$ cat src/rtl/rom_operand_sequencer.sv
// rtl/rom_operand_sequencer.sv - walks two ROM ports through address sequences and presents operand pairs
module rom_operand_sequencer #(
    parameter int ADDR_W = 3,
    parameter int DATA_W = 8,
    parameter int LEN_W  = 4
) (
    input  logic              clk,
    input  logic              rst_n,
    input  logic              start,
    input  logic              abort,
    input  logic [ADDR_W-1:0] base_a,
    input  logic [ADDR_W-1:0] base_b,
    input  logic [ADDR_W-1:0] stride_b,
    input  logic [LEN_W-1:0]  len,
    output logic [ADDR_W-1:0] rom_addr_a,
    output logic [ADDR_W-1:0] rom_addr_b,
    input  logic [DATA_W-1:0] rom_q_a,
    input  logic [DATA_W-1:0] rom_q_b,
    output logic [DATA_W-1:0] op_a,
    output logic [DATA_W-1:0] op_b,
    output logic [LEN_W-1:0]  op_idx,
    output logic              op_valid,
    input  logic              op_ready,
    output logic              op_last,
    output logic              busy,
    output logic              done
);

    typedef enum logic [1:0] {
        S_IDLE    = 2'd0,
        S_FETCH   = 2'd1,
        S_PRESENT = 2'd2,
        S_DONE    = 2'd3
    } state_t;

    state_t            state_q, state_d;
    logic [ADDR_W-1:0] ptr_a_q, ptr_a_d;
    logic [ADDR_W-1:0] ptr_b_q, ptr_b_d;
    logic [ADDR_W-1:0] stride_q, stride_d;
    logic [LEN_W-1:0]  len_q, len_d;
    logic [LEN_W-1:0]  idx_q, idx_d;
    logic [DATA_W-1:0] op_a_q, op_a_d;
    logic [DATA_W-1:0] op_b_q, op_b_d;
    logic [LEN_W-1:0]  op_idx_q, op_idx_d;
    logic              op_valid_q, op_valid_d;

    logic              handshake;
    logic [LEN_W-1:0]  last_idx;

    assign handshake = op_valid_q & op_ready;
    // len_q is never 0 while a pair is presented, so this does not underflow in use
    assign last_idx  = len_q - LEN_W'(1);

    // Next-state and datapath updates; abort outside IDLE overrides everything else
    always_comb begin
        state_d    = state_q;
        ptr_a_d    = ptr_a_q;
        ptr_b_d    = ptr_b_q;
        stride_d   = stride_q;
        len_d      = len_q;
        idx_d      = idx_q;
        op_a_d     = op_a_q;
        op_b_d     = op_b_q;
        op_idx_d   = op_idx_q;
        op_valid_d = op_valid_q;

        if (abort && (state_q != S_IDLE)) begin
            state_d    = S_IDLE;
            op_valid_d = 1'b0;
        end else begin
            case (state_q)
                S_IDLE: begin
                    if (start && !abort) begin
                        ptr_a_d  = base_a;
                        ptr_b_d  = base_b;
                        stride_d = stride_b;
                        len_d    = len;
                        idx_d    = '0;
                        state_d  = (len == '0) ? S_DONE : S_FETCH;
                    end
                end
                S_FETCH: begin
                    op_a_d     = rom_q_a;
                    op_b_d     = rom_q_b;
                    op_idx_d   = idx_q;
                    op_valid_d = 1'b1;
                    state_d    = S_PRESENT;
                end
                S_PRESENT: begin
                    if (handshake) begin
                        op_valid_d = 1'b0;
                        if (idx_q == last_idx) begin
                            state_d = S_DONE;
                        end else begin
                            idx_d   = idx_q + LEN_W'(1);
                            ptr_a_d = ptr_a_q + ADDR_W'(1);
                            ptr_b_d = ptr_b_q + stride_q;
                            state_d = S_FETCH;
                        end
                    end
                end
                S_DONE: begin
                    state_d = S_IDLE;
                end
                default: begin
                    state_d = S_IDLE;
                end
            endcase
        end
    end

    // State and datapath registers with synchronous active-low reset
    always_ff @(posedge clk) begin
        if (!rst_n) begin
            state_q    <= S_IDLE;
            ptr_a_q    <= '0;
            ptr_b_q    <= '0;
            stride_q   <= '0;
            len_q      <= '0;
            idx_q      <= '0;
            op_a_q     <= '0;
            op_b_q     <= '0;
            op_idx_q   <= '0;
            op_valid_q <= 1'b0;
        end else begin
            state_q    <= state_d;
            ptr_a_q    <= ptr_a_d;
            ptr_b_q    <= ptr_b_d;
            stride_q   <= stride_d;
            len_q      <= len_d;
            idx_q      <= idx_d;
            op_a_q     <= op_a_d;
            op_b_q     <= op_b_d;
            op_idx_q   <= op_idx_d;
            op_valid_q <= op_valid_d;
        end
    end

    assign rom_addr_a = ptr_a_q;
    assign rom_addr_b = ptr_b_q;
    assign op_a       = op_a_q;
    assign op_b       = op_b_q;
    assign op_idx     = op_idx_q;
    assign op_valid   = op_valid_q;
    assign op_last    = op_valid_q && (op_idx_q == last_idx);
    assign busy       = (state_q != S_IDLE);
    assign done       = (state_q == S_DONE);

endmodule

$ cat config.mk
export PLATFORM = sky130hd
export DESIGN_NAME = rom_operand_sequencer
export DESIGN_NICKNAME = d
export VERILOG_FILES = /design/src/rtl/rom_operand_sequencer.sv
export SDC_FILE = /design/constraint.sdc
export NUM_CORES = 1
export LEC_CHECK = 0
export ABC_AREA = 1
export CAP_MARGIN = 0
export CORE_MARGIN = 2
export CORE_UTILIZATION = 47
export CTS_BUF_LIST = sky130_fd_sc_hd__clkbuf_8
export DETAILED_ROUTE_END_ITERATION = 12
export HOLD_SLACK_MARGIN = 0.05
export PLACE_DENSITY_LB_ADDON = 0.3
export SLEW_MARGIN = 0
export SYNTH_ARGS = -nofsm -noshare
export SYNTH_HDL_FRONTEND = slang
export SYNTH_SLANG_ARGS = --single-unit
$ cat constraint.sdc
create_clock -name clk -period 1.85 [get_ports clk]
set_input_delay 0.37 -clock clk [delete_from_list [all_inputs] [get_ports clk]]
set_output_delay 0.37 -clock clk [all_outputs]
set_load 0.02 [all_outputs]
==> results.ini <==
[routing]
drtPass1Iterations = 4
wirelength_um = 5540
wl_per_cell_um = 13.5
drtIter0Drc = 142
dr_total_vias = 2095
route.detailed.drc = 0
drtAntennaViolNets = 0
routed_via_density = 5.10

[cts]
clk_latency_ns = 0.30
clkTransAtPathRegs_ns = 0.09
cts_tree = yes
clockRootBuffer = clkbuf_8
numCtsBuffers = 5
clock_tree.buffer_depth = 2
numClockSinks = 40
hold_buffers = 0
h-tree-depth = 2

[timing]
period_minus_slack_ns = 2.02
slew_headroom = 0.517
maxSlewViolCount = 0
finalClockSkew_ns = 0.0105
hold_slack_ns = 0.462
rsz0062_at_grt = yes
fin_crit_sh = 1.09
max_freq_ghz = 0.495
finalSetupViolCount = 1
hold_viol = 0
tns_ns = -0.170
worst_pin_slew_ns = 0.724
fin_ws_ns = -0.170

[power_and_ir_drop]
cellPowerDensity_nw_per_um2 = 869
power_w = 0.00258
power.share.sequential = 0.396
p_sw_frac = 0.326
p_int_w = 0.00174
p_sw_w = 0.000840
ir_drop_v = 0.000705
comb_power_share = 0.318
pwr-share-clk = 0.287
p_leak_nw = 1.20

[global_route]
met2_usage = 0.421
grt_pass1_vias = 1974
use_met1 = 0.270
use_met3 = 0.0921
grt_first_pass_wirelength_um = 8480
grt_max_degree = 24
antenna_found_initial = 0
top_usage_layer = met2
gr-total-overflow = 0
track_usage = 0.246

[synth]
synth.distinct_cells = 27
synthSimpleGateAreaFrac = 0.288
yosys.area_share.adder = 0.0362
synth_seq_area_share = 0.413
syn_nets = 314
syn-cell-area_um2 = 1940
synth.ff_latch_count = 40
syn_inst = 275
synth_compound_gate_area_share = 0.167
synth_xor_area_frac = 0.00904
synthMuxAreaShare = 0
avgSynthCellArea_um2 = 7.05
ys_warn_count = 0
synth_top_family_by_area = simple AND/OR/NAND/NOR gates

[final_layout]
area_growth_syn_to_layout_pct = 53.1
drive_gt1_frac = 0.175
fin_nets = 399
antenna_cells = 0
fin_cells = 411
stdcell_area_um2 = 2970

[worst_setup_path]
worstPathMaxFanout = 3
start_kind = flop
worst_setup_path_end_kind = output port
critical_path_required_ns = 1.48
critical_path.most_common_cell = nand2_2
path_class = flop to output port
worst-path-buf-inv = 3
slowest_delay_ns = 0.37
crit_family = simple AND/OR/NAND/NOR gates
worstRegToRegCells = 11
crit_chain = inv_4, ha_4, inv_2, nand2_2, nand2_2, xor2_2, nor4_2, buf_4
worst_ep_arrival_time_ns = 1.65
critical_path_depth = 8
crit_path_top_delay_cell = dfxtp_4

[status]
violations = setup timing
status = complete, but fails checks

[die]
die_area_um2 = 4650
pin_count = 64
floorplan.initialDensity = 0.488
coreArea_um2 = 3970
die_h_um = 68.2
core.rowCount = 23
die_w_um = 68.2

[hold_path]
whs_path_depth = 2
hold_path_class = flop to flop

[placed_design]
dpl.hpwl_um = 3700
port_buffers = 63
globalplace.congestion = 0.796
place_area_um2 = 2730
dp_cells = 395

[flow_run]
cap_violations = 0

power by group through the flow:
stage | registers (W) | logic [W] | clock network, W
3_5_place_dp | 0.00103 | 0.000740 | 0
6_report | 0.00102 | 0.000819 | 0.000740
3_3_place_gp | 0.00103 | 0.000726 | 0
2_1_floorplan | 0.00108 | 0.000379 | 0
5_1_grt | 0.00103 | 0.000907 | 0.000789
4_1_cts | 0.00102 | 0.000777 | 0.000745
per-layer routing:
metal,share of wire,vias to the layer above
li1,-,1075
met1,0.41,949
met2,0.51,56
met3,0.055,15
met4,0.027,0
met5,0,-
what timing repair did:
| item | 4_1_cts | 5_1_grt |
|---|---|---|
| buffers inserted | 5 | 3 |
| endpoints found under the setup margin | 3 | 8 |
| resized for setup | 19 | 13 |
| pin swaps | 4 | 4 |
cells in the mapped netlist:
master	n	share of area
a21oi_1	41	0.11
a21oi_4	1	0.0084
a22oi_1	1	0.0039
buf_1	1	0.0019
buf_2	5	0.013
buf_4	2	0.0077
buf_6	1	0.0058
clkbuf_1	4	0.0077
dfxtp_1	40	0.41
fa_1	1	0.010
ha_1	4	0.026
inv_1	25	0.048
inv_2	1	0.0019
nand2_1	69	0.13
nand2_2	3	0.0097
nand3_1	37	0.096
nand3_2	1	0.0052
nand3b_1	1	0.0039
nor2_1	13	0.025
nor2_2	1	0.0032
nor2_4	1	0.0058
nor3_1	1	0.0026
nor4_1	1	0.0032
o21ai_0	16	0.041
o221ai_1	1	0.0045
o22ai_1	1	0.0032
xor2_1	2	0.0090
logic make-up (layout without fill, tap and decap cells):
logic type	after synthesis	after routing
AOI/OAI and AO/OA	61	61
xor gates and xnor gates	2	2
adders and majority gates	5	5
buffers and inverters	39	125
DFF	40	40
and+or+nand+nor	128	128
through the flow:
step,worst slack [ns],util
after floorplan,0.0203,-
after global placement,-0.322,0.687
after detailed placement,-0.340,0.687
after CTS,-0.145,0.731
after global routing,-0.275,0.747
final,-0.170,0.747
registers in the layout, indices dropped and copies added (netlist names):
register    flops
idx_q           4
len_q           4
op_a            8
op_b            8
op_idx          4
op_valid        1
rom_addr_a      3
rom_addr_b      3
state_q         2
stride_q        3
worst min-delay path, cell delays in order, from the launching register on:
cell     delay (ns)
dfxtp_1        0.32
nand2_1        0.06
a21oi_1        0.05
cell usage in the layout (no fill, tap or decap), types with 2 or more instances in the layout:
cell type / count
nand2_1: 63
clkdlybuf4s50_1: 60
a21oi_1: 41
nand3_1: 37
dfxtp_1: 36
buf_4: 27
inv_1: 22
o21ai_0: 16
nor2_1: 11
nand2_2: 8
clkbuf_8: 5
inv_2: 3
ha_1: 3
nor2_2: 2
nor2_4: 2
dfxtp_2: 2
dfxtp_4: 2
dlygate4sd2_1: 2
layout make-up:
cell class              count  area [um2]
clock buffers               5        68.8
clock inverters             3        46.3
fillers                   314        1000
inverters                  26         100
multi-input cells         196        1030
flip-flops and latches     40         811
well taps                  50        62.6
repair buffers             91         852
worst paths after layout:
check,to,slack [ns],from
setup / recovery,op_last,-0.17,len_q[1]
hold / removal,op_a[6],0.46,op_a[6]
setup reg to reg,idx_q[3],0.07,len_q[1]
hold reg to reg,op_a[6],0.46,op_a[6]
(Power assumes the default switching activity.)
